<file path="src/rtl/enc_pkg.sv">
// Shared definitions for the registered one-hot / priority encoder.
package enc_pkg;

    // Encoding modes, fixed per instance through the MODE parameter.
    localparam logic [1:0] ENC_STRICT = 2'd0;
    localparam logic [1:0] ENC_PRIO   = 2'd1;
    localparam logic [1:0] ENC_RR     = 2'd2;

    // Widest index needed for the largest legal request vector (N = 64).
    localparam int ENC_IDX_W = 6;

    typedef struct packed {
        logic [ENC_IDX_W-1:0] index;
        logic                 hit;
        logic                 multi;
    } enc_result_t;

endpackage

</file>
<file path="src/rtl/enc_prio_core.sv">
// Combinational encode core: rotate by the start pointer, find the lowest set
// bit, then add the pointer back modulo N.
module enc_prio_core
    import enc_pkg::*;
#(
    parameter int N = 16,
    parameter int W = $clog2(N)
) (
    input  logic [N-1:0] vec,
    input  logic [W-1:0] start,
    input  logic [1:0]   mode,
    output logic [W-1:0] index,
    output logic         hit,
    output logic         multi
);

    logic [2*N-1:0] dbl;
    logic [N-1:0]   rot;
    logic [W-1:0]   base;
    logic [W-1:0]   off;
    logic           found;
    logic [W:0]     sum;

    // Rotated LSB-first search; only round-robin uses a nonzero start.
    always_comb begin
        base  = (mode == ENC_RR) ? start : '0;
        dbl   = {vec, vec} >> base;
        rot   = dbl[N-1:0];
        found = 1'b0;
        off   = '0;
        for (int i = N - 1; i >= 0; i--) begin
            if (rot[i]) begin
                found = 1'b1;
                off   = W'(i);
            end
        end
        sum = {1'b0, off} + {1'b0, base};
        if (sum >= (W+1)'(N)) begin
            sum = sum - (W+1)'(N);
        end

        multi = |(vec & (vec - N'(1)));

        // Strict mode only grants a single set bit; the other modes grant any.
        if (mode == ENC_STRICT) begin
            hit = found && !multi;
        end else begin
            hit = found;
        end
        index = hit ? sum[W-1:0] : '0;
    end

endmodule

</file>
<file path="src/rtl/enc_onehot_pipe.sv">
// Registered one-hot / priority / round-robin encoder with valid/ready
// handshakes on both sides and a saturating error counter.
module enc_onehot_pipe
    import enc_pkg::*;
#(
    parameter int N     = 16,
    parameter int W     = $clog2(N),
    parameter int MODE  = 0,
    parameter int ERR_W = 8
) (
    input  logic             clk,
    input  logic             rst_n,
    input  logic             enable,
    input  logic             in_valid,
    output logic             in_ready,
    input  logic [N-1:0]     encoder_in,
    output logic             out_valid,
    input  logic             out_ready,
    output logic [W-1:0]     binary_out,
    output logic             out_hit,
    output logic             out_multi,
    output logic [ERR_W-1:0] err_count
);

    localparam logic [1:0] MODE_L = MODE[1:0];

    logic [W-1:0] ptr;
    logic [W-1:0] c_idx;
    logic         c_hit;
    logic         c_multi;
    logic         accept;
    enc_result_t  nxt;
    enc_result_t  res_q;
    logic         is_err;
    logic         ptr_upd;
    logic [W-1:0] ptr_nxt;
    logic         unused_idx;

    // A held result may be replaced in the same cycle it is consumed.
    assign in_ready = !out_valid || out_ready;
    assign accept   = in_valid && in_ready;

    enc_prio_core #(
        .N (N),
        .W (W)
    ) u_core (
        .vec   (encoder_in),
        .start (ptr),
        .mode  (MODE_L),
        .index (c_idx),
        .hit   (c_hit),
        .multi (c_multi)
    );

    // Next result, error flag and pointer advance; a disabled beat is null.
    always_comb begin
        nxt     = '0;
        is_err  = 1'b0;
        ptr_upd = 1'b0;
        ptr_nxt = ptr;
        if (enable) begin
            nxt.index = ENC_IDX_W'(c_idx);
            nxt.hit   = c_hit;
            nxt.multi = c_multi;
            // A miss is an error in every mode: zero input, or multi-hot in strict.
            is_err    = !c_hit;
            if (MODE_L == ENC_RR && c_hit) begin
                ptr_upd = 1'b1;
                ptr_nxt = (c_idx == W'(N - 1)) ? '0 : c_idx + W'(1);
            end
        end
    end

    // Result register and its valid flag.
    always_ff @(posedge clk) begin
        if (!rst_n) begin
            out_valid <= 1'b0;
            res_q     <= '0;
        end else if (accept) begin
            out_valid <= 1'b1;
            res_q     <= nxt;
        end else if (out_ready) begin
            out_valid <= 1'b0;
        end
    end

    // Round-robin search pointer.
    always_ff @(posedge clk) begin
        if (!rst_n) begin
            ptr <= '0;
        end else if (accept && ptr_upd) begin
            ptr <= ptr_nxt;
        end
    end

    // Saturating error counter.
    always_ff @(posedge clk) begin
        if (!rst_n) begin
            err_count <= '0;
        end else if (accept && is_err && err_count != '1) begin
            err_count <= err_count + ERR_W'(1);
        end
    end

    assign binary_out = res_q.index[W-1:0];
    assign out_hit    = res_q.hit;
    assign out_multi  = res_q.multi;
    // Index bits above W are always zero.
    assign unused_idx = ^res_q.index;

endmodule

</file>
<file path="config.mk">
export PLATFORM = sky130hd
export DESIGN_NAME = enc_onehot_pipe
export DESIGN_NICKNAME = d
export VERILOG_FILES = /design/src/rtl/enc_pkg.sv /design/src/rtl/enc_prio_core.sv /design/src/rtl/enc_onehot_pipe.sv
export SDC_FILE = /design/constraint.sdc
export NUM_CORES = 1
export LEC_CHECK = 0
export CAP_MARGIN = 10
export CORE_MARGIN = 2
export CORE_UTILIZATION = 44
export CTS_CLUSTER_DIAMETER = 50
export DETAILED_ROUTE_END_ITERATION = 7
export PLACE_DENSITY_LB_ADDON = 0.25
export SLEW_MARGIN = 20
export SYNTH_ARGS = -nofsm -noshare
export SYNTH_HDL_FRONTEND = slang
export SYNTH_SLANG_ARGS = --single-unit
</file>
<file path="constraint.sdc">
create_clock -name clk -period 2.6 [get_ports clk]
set_input_delay 0.39 -clock clk [delete_from_list [all_inputs] [get_ports clk]]
set_output_delay 0.39 -clock clk [all_outputs]
set_load 0.01 [all_outputs]
</file>
==> metrics <==
status complete, no violations; met3 global-route usage 0.0429; port bufs 36; CTS tree built; GR Overflow Total 0; Hold/Removal Path Class reg2reg; initial antenna violation count 0; layout cell share with drive strength beyond 1 0.146; die width 52.4 um; Max-cap violations 0; clock skew 0.00183 ns; Startpoint Class primary input; total CTS buffers 3; floorplan core area 0.00221 mm^2; period utilisation layout 0.904; vias in the first global route 1,102; Synth Register Bits 15; Post-synth EDFFs 0; RSZ-0062 raised after global routing false; largest net degree at the start of global routing 16; fillers 210; Total Nets Final 201; met1 Track Usage GR 0.266; sequential fraction of the synthesis area 0.291; Routed Antenna Nets 0; peak supply drop 325 uV; Max Fclk 425 MHz; R2R depth 7; Cell Chain, Critical Path clkdlybuf4s50_1 > nor4_2 > nand2_2 > o31ai_2 > and4_4 > and3_4 > nand2_4 > o31ai_4; Final Hold Fails 0; P_leak 0.539 nW; Crit Path Category in2reg; CTS resizes 0; commonest cells after routing, fill and taps aside clkdlybuf4s50_1, nand2_1, dfxtp_1; Placed Area 0.00148 mm^2; DR pass1 iterations 4; CP Buf/Inv Count 1; DRC viols 0; Antenna Cells 0; routed vias 1,177; busiest grt layer met2; Req. time, crit path 2.81 ns; first-pass GRT wire length 4480 um; Place WS -0.0248 ns; Initial Utilization 0.467; I/O pin cnt 37; CP top delay family simple AND/OR/NAND/NOR gates; Final Setup Violations 0; die height 52.4 um; Routability Congestion 0.867; Mapped Cells 131; post-route setup TNS 0 ns; CP arrival 2.56 ns; CTS H-tree lvls 1; Cell variety after synth 45; drt via density 5.71; Slew HR 0.662; final instance area 0.00151 mm^2; mapped cell area 0.00103 mm^2; register area 300 um^2; instance count on the critical path 8; Pwr Density 322 mW/mm^2; Synth warnings 0; clk sinks 15; initial DRC count 35; commonest non-fill, non-tap cell in the layout clkdlybuf4s50_1; clk slew on worst S/H paths 0.08 ns; Final WS setup 0.249 ns; Mapped Nets 153; Placement Rows 17; clk buf depth 2; worst skew pair latency 0.28 ns; post-CTS setup buffer count 0; hpwl dp 2210 um; Critical Path End Type flop; Least-Margin Pin Slew 0.505 ns; clock root cell clkbuf_4; WHS Path Cells 2; CP max stage cell clkdlybuf4s50_1; fraction of registers with async set/reset 0; crit-path max cell delay 0.52 ns; Max FO, Critical Path 7; met2 GRT Util 0.371; area of the multi-input gates 694 um^2; post-layout min period 2.35 ns; P&R area growth vs syn 46.3%; GRT Overall Usage 0.214; area of the die 0.00275 mm^2; Final Max Slew Viols 0; Mapped Avg Cell Area 7.88 um^2; wire per inst 12.9 um; hold buffer count at CTS 0; Detailed Route WL 2650 um; Top FF cell, synth dfxtp_1
-- logic make-up (layout without fill, tap and decap cells) --
group	count (synthesis)	in the layout	share of synthesized area
multiplexers	3	3	0.0291
XOR/XNOR	2	2	0.0170
adder cells (fa/ha/maj)	1	1	0.0121
AND/OR/NAND/NOR	60	60	0.314
AO/OA/AOI/OAI	40	40	0.301
flip-flops	15	15	0.291
buffers and inverters	10	57	0.0364
-- cell usage after synthesis (2+ instances only) --
cell       n  area [um^2]
nor3_1     4         20.0
xnor2_1    2         17.5
a311oi_1   2         17.5
mux2i_1    3         30.0
inv_1      9         33.8
a21o_1     2         15.0
nor4_2     3         37.5
nand2b_1   3         18.8
nand2_1   16         60.1
a211oi_1   3         22.5
o21ai_0    5         25.0
nand4_1    2         12.5
nor2_1    14         52.6
nand3_1    8         40.0
dfxtp_1   15          300
a21oi_1   10         50.1
o221ai_1   2         17.5
-- power breakdown --
group          switching, W  total, W  internal, W
Combinational     0.0000591  0.000119    0.0000597
Clock             0.0000708  0.000130    0.0000596
Sequential       0.00000302  0.000236     0.000233
-- layout make-up --
type,instances,area share
multi-input combinational,106,0.460
timing repair buffer,44,0.278
sequential,15,0.199
tap,28,0.0232
inverter,9,0.0224
clock buffer,4,0.0174
-- worst paths after layout --
kind / from / to / slack, ns
min reg2reg: binary_out[3]$_SDFFE_PN0P_ / binary_out[3]$_SDFFE_PN0P_ / 0.46
max reg2reg: out_valid$_SDFFE_PN0P_ / err_count[4]$_SDFFE_PN0P_ / 0.88
min: binary_out[3]$_SDFFE_PN0P_ / binary_out[3]$_SDFFE_PN0P_ / 0.46
max: encoder_in[2] / binary_out[0]$_SDFFE_PN0P_ / 0.25
-- registers in the layout, summed over array words and instances (netlist names) --
register    flops
binary_out      4
err_count       8
out_hit         1
out_multi       1
out_valid       1
-- stage by stage --
step / hold WS [ns] / std cells / utilization / total power, W
final: 0.463 / 206 / 0.683 / 0.000486
after CTS: 0.464 / 206 / 0.683 / 0.000489
after global placement: 0.446 / 202 / 0.671 / 0.000357
after detailed placement: 0.448 / 202 / 0.671 / 0.000360
after global routing: 0.479 / 206 / 0.683 / 0.000511
after floorplan: 0.476 / 131 / - / 0.000286
-- worst reg2reg max path: stages (launching register included) --
cell and delay [ns]:
dfxtp_1 0.32, nand2b_1 0.12, and2_1 0.21, nand2_1 0.10, a41o_1 0.25, a31oi_4 0.29, nand4_1 0.18, mux2i_1 0.14
-- metal layers --
layer / share of wire / vias to the layer above
met4: 0.0041 / 0
met1: 0.44 / 539
li1: - / 588
met5: 0 / -
met3: 0.055 / 2
met2: 0.50 / 48
No activity file was read; power rests on OpenSTA's default activity.
==> edit 1 (same settings) <==
Set the parameter `ERR_W` to 9 (it was 8).
--- a/src/rtl/enc_onehot_pipe.sv
+++ b/src/rtl/enc_onehot_pipe.sv
@@ -7,5 +7,5 @@
     parameter int W     = $clog2(N),
     parameter int MODE  = 0,
-    parameter int ERR_W = 8
+    parameter int ERR_W = 9
 ) (
     input  logic             clk,
Interface: changed (resized err_count); port bits go from 37 to 38. No check against the original RTL was run, so the function may have changed too.
==> edit 1 against the unedited design <==
Cell area up 8.1%. Worst hold slack better by 0.016 ns. Clock power down 5%. Combinational power grew 4%. Wire length rose by 2.8%. Area after synthesis up 2.3%. Cell count grew 6.8%. Sequential cell count grew 1. Largest power group unchanged. Worst setup slack worse by 0.091 ns. Utilization rose by 4.8 points. Total power rose by 3.1%.
==> edit 1: results (changes against the unedited design) <==
* Detailed-route via count at 1,237 (was 1,177)
* Fin Hold WS at 0.479 ns (was 0.463 ns)
* CP max FO at 4 (was 7)
* Syn Nets at 159 (was 153)
* Global placement routability congestion at 0.833 (was 0.867)
* Share of layout cells above drive strength 1 at 0.151 (was 0.146)
* Final core utilization at 0.731 (was 0.683)
* LEAKAGE at 0.617 nW (was 0.539 nW)
* Status: complete, no violations (unchanged)
* Place WS at -0.241 ns (was -0.0248 ns)
* Commonest cells post-synth: nand2_1 (18), dfxtp_1 (16), a21oi_1 (9), mux2i_1 (9), nand2b_1 (9) (was nand2_1 (16), dfxtp_1 (15), nor2_1 (14))
* Seq/Total Area, Yosys at 0.303 (was 0.291)
* Fmax at 0.409 GHz (was 0.425 GHz)
* Reg2reg end: err_count[0] (was err_count[4])
* Worst Path Arrival at 2.59 ns (was 2.56 ns)
* Fin Clk Skew at 0.0120 ns (was 0.00183 ns)
* Layout fillers at 193 (was 210)
* Vias per cell at 5.62 (was 5.71)
* Vias in the first global route at 1,033 (was 1,102)
* Slowest CP cell: or4_4 (was clkdlybuf4s50_1)
* Max FFs per register at 9 (was 8)
* All-Layer GR Usage at 0.216 (was 0.214)
* Hold_sp: binary_out[1] (was binary_out[3])
* Slew headroom at 0.629 (was 0.662)
* End of the worst hold path: binary_out[1] (was binary_out[3])
## edit 1: area by class of cell
type                            count  area share
Sequential cell                    16       0.196
Clock buffer                        3      0.0138
Tap cell                           28      0.0215
Inverter                            6      0.0138
Multi-Input combinational cell    110       0.436
Timing Repair Buffer               57       0.319
## edit 1: worst max-delay path by stage
stage	to	start	cells past startpoint
5_1_grt	binary_out[0]	encoder_in[4]	8
4_1_cts	err_count[0]	encoder_in[3]	7
3_5_place_dp	err_count[3]	encoder_in[3]	8
3_3_place_gp	err_count[4]	encoder_in[3]	8
2_1_floorplan	err_count[0]	encoder_in[3]	7
6_report	err_count[0]	encoder_in[3]	8
## edit 1: cell families (layout without fill, tap and decap cells)
logic type      count (synthesis)  in the layout  synth area share
mux                             9              9            0.0853
flops                          16             16             0.303
compound gates                 33             33             0.206
simple gates                   65             65             0.335
fa+ha+maj                       3              3            0.0332
buf+inv                        10             66            0.0367
## edit 1: power by group
part	switching (mW)	internal, mW
combinational	0.0562	0.0679
sequential	0.00444	0.249
clock	0.0701	0.0537
total	0.131	0.370
## edit 1: routing by layer
metal | share of wire | routed length, µm
met5 | 0 | 0
met4 | 0.0088 | 24
met3 | 0.051 | 138
met2 | 0.45 | 1240
met1 | 0.49 | 1330
## edit 1: worst reg2reg max path: stages (launching register included)
cell,delay (ns)
dfxtp_1,0.35
and3_1,0.21
and3_1,0.20
and3_1,0.18
ha_1,0.18
nor3b_1,0.28
a21boi_1,0.43
mux2i_1,0.25
## edit 1: repair_timing
item | CTS | global route
hold buffers | 0 | 0
gates resized for setup | 0 | 4
setup endpoints to repair | 0 | 12
==> edit 2 (same flow settings) <==
Made on the original files. Reset style: asynchronous (`rst_n`), changed in 3 clocked blocks.
--- a/src/rtl/enc_onehot_pipe.sv
+++ b/src/rtl/enc_onehot_pipe.sv
@@ -73,5 +73,5 @@
 
     // Result register and its valid flag.
-    always_ff @(posedge clk) begin
+    always_ff @(posedge clk or negedge rst_n) begin
         if (!rst_n) begin
             out_valid <= 1'b0;
@@ -86,5 +86,5 @@
 
     // Round-robin search pointer.
-    always_ff @(posedge clk) begin
+    always_ff @(posedge clk or negedge rst_n) begin
         if (!rst_n) begin
             ptr <= '0;
@@ -95,5 +95,5 @@
 
     // Saturating error counter.
-    always_ff @(posedge clk) begin
+    always_ff @(posedge clk or negedge rst_n) begin
         if (!rst_n) begin
             err_count <= '0;
Formal check against the unedited RTL: differs if rst_n is asserted again (counterexample within 4 cycles, from zero or initial values and one cycle with rst_n low); with rst_n held inactive, the same outputs for 10 cycles.
==> edit 2 against the unedited design <==
Cell area rose by 12%. Area after synthesis shrank 4.1%. Wire length grew 20%. Sequential cell count unchanged. Worst setup slack worse by 0.17 ns. Highest routed layer unchanged. Worst hold slack improved by 0.019 ns.
Power is not compared: it rests on default switching activity, and its combinational part moved more than twofold at a synthesized area within 25%.
==> edit 2: results (changes against the unedited design) <==
* CTS Buf Count at 3 (unchanged)
* NumNets Final at 206 (was 201)
* CP max stage delay at 0.55 ns (was 0.52 ns)
* Seq/Total Area, Yosys at 0.379 (was 0.291)
* Synth Area in XOR/XNOR at 0.0531 (was 0.0170)
* Initial drt markers at 39 (was 35)
* Slew @ Worst Pin at 0.652 ns (was 0.505 ns)
* Reg-to-Reg Start: out_valid (unchanged)
* Hold_sp: out_hit (was binary_out[3])
* Synthesized-area fraction occupied by adder cells at 0.0126 (was 0.0121)
* End of the worst hold path: out_hit (was binary_out[3])
* Syn Inst Count at 112 (was 131)
* Largest net degree at the start of global routing at 16 (unchanged)
* Fin Clk Skew at 0.00732 ns (was 0.00183 ns)
* H-tree levels at 1 (unchanged)
* Post-synthesis mux area share at 0.0114 (was 0.0291)
* Status: complete, no violations (unchanged)
* All-Layer GR Usage at 0.257 (was 0.214)
* FF-to-FF path depth at 5 (was 7)
* DR WL/cell at 15.1 µm (was 12.9 µm)
* Hpwl dp at 2.17 mm (was 2.21 mm)
* First-pass GRT wire length at 5.00 mm (was 4.48 mm)
* Global placement routability congestion at 0.880 (was 0.867)
* Reg2reg end: err_count[5] (was err_count[4])
* Place WS at -0.395 ns (was -0.0248 ns)
* Slowest CP cell: or4_4 (was clkdlybuf4s50_1)
* Largest reg by FF count: err_count (unchanged)
* Reg2Reg Setup Slack at 0.97 ns (was 0.88 ns)
* Commonest cells post-synth: dfrtp_1 (15), nor2_1 (14), nor3_1 (10) (was nand2_1 (16), dfxtp_1 (15), nor2_1 (14))
* Cell family with most CP delay: simple AND/OR/NAND/NOR gates (unchanged)
* Share of layout cells above drive strength 1 at 0.279 (was 0.146)
* Max FFs per register at 8 (unchanged)
* Post-synthesis compound-gate area fraction at 0.201 (was 0.301)
* Clock Tree Root: clkbuf_4 (unchanged)
* Detailed-route via count at 1,196 (was 1,177)
* Largest cells by area after synthesis: dfrtp_1 (38%), nor2_1 (5.3%), nor3_1 (5.1%) (was dfxtp_1 (29%), nand2_1 (5.8%), nor2_1 (5.1%))
* CP max FO at 8 (was 7)
* FFs w/ async S/R, synth at 1.00 (was 0)
* Initial antenna violation count at 0 (unchanged)
* Synth cell types at 36 (was 45)
* Clock tree buffer depth at 2 (unchanged)
* Worst Path Arrival at 2.73 ns (was 2.56 ns)
* Hold path depth at 1 (was 2)
* Vias per cell at 5.67 (was 5.71)
* Tightest Hold Check Type: flip-flop to flip-flop (unchanged)
* DP Cell Count at 199 (was 202)
* Reg clk slew, reported paths at 0.08 ns (about the same)
* N_diodes at 0 (unchanged)
* Syn Nets at 134 (was 153)
edit 2: report_power, final:
| part | total, mW | internal [mW] | switching [mW] |
|---|---|---|---|
| Combinational | 0.317 | 0.181 | 0.136 |
| Sequential | 0.340 | 0.282 | 0.0580 |
| Clock | 0.131 | 0.0596 | 0.0710 |
edit 2: final cells by class:
class | count | area [µm²]
Clock buffer | 4 | 26.3
Timing Repair Buffer | 68 | 601
Tap cell | 28 | 35.0
Multi-Input combinational cell | 91 | 637
Inverter | 5 | 18.8
Sequential cell | 15 | 375
Fill cell | 150 | 477
edit 2: repair_timing:
action,in CTS,in global routing
setup endpoints to repair,12,11
setup buffers,6,2
pin swaps,10,11
resized for setup,14,9
hold endpoints to repair,0,0
edit 2: how the worst max path moves through the flow:
stage               slack, ns             to      startpoint  cells past startpoint
floorplan                0.05   err_count[1]   encoder_in[3]                      8
global placement        -0.34   err_count[1]   encoder_in[3]                      8
detailed placement      -0.40  binary_out[1]   encoder_in[3]                      9
CTS                      0.01  binary_out[1]  encoder_in[11]                      8
global route             0.03  binary_out[1]   encoder_in[2]                      8
finish                   0.08  binary_out[1]   encoder_in[2]                      8
edit 2: metal layers:
metal	track usage	vias to the layer above	part of all wire
li1	-	562	-
met4	0.132	0	0.035
met2	0.451	64	0.51
met5	0	-	0
met3	0.0585	12	0.069
met1	0.288	558	0.39
edit 2: through the flow:
stage / area, µm² / setup TNS [ns] / hold WS, ns
after floorplan: 990 / 0 / 0.0944
after global placement: 1550 / -3.71 / 0.466
after detailed placement: 1550 / -4.35 / 0.468
after CTS: 1630 / 0 / 0.486
after global routing: 1690 / 0 / 0.521
final: 1690 / 0 / 0.482
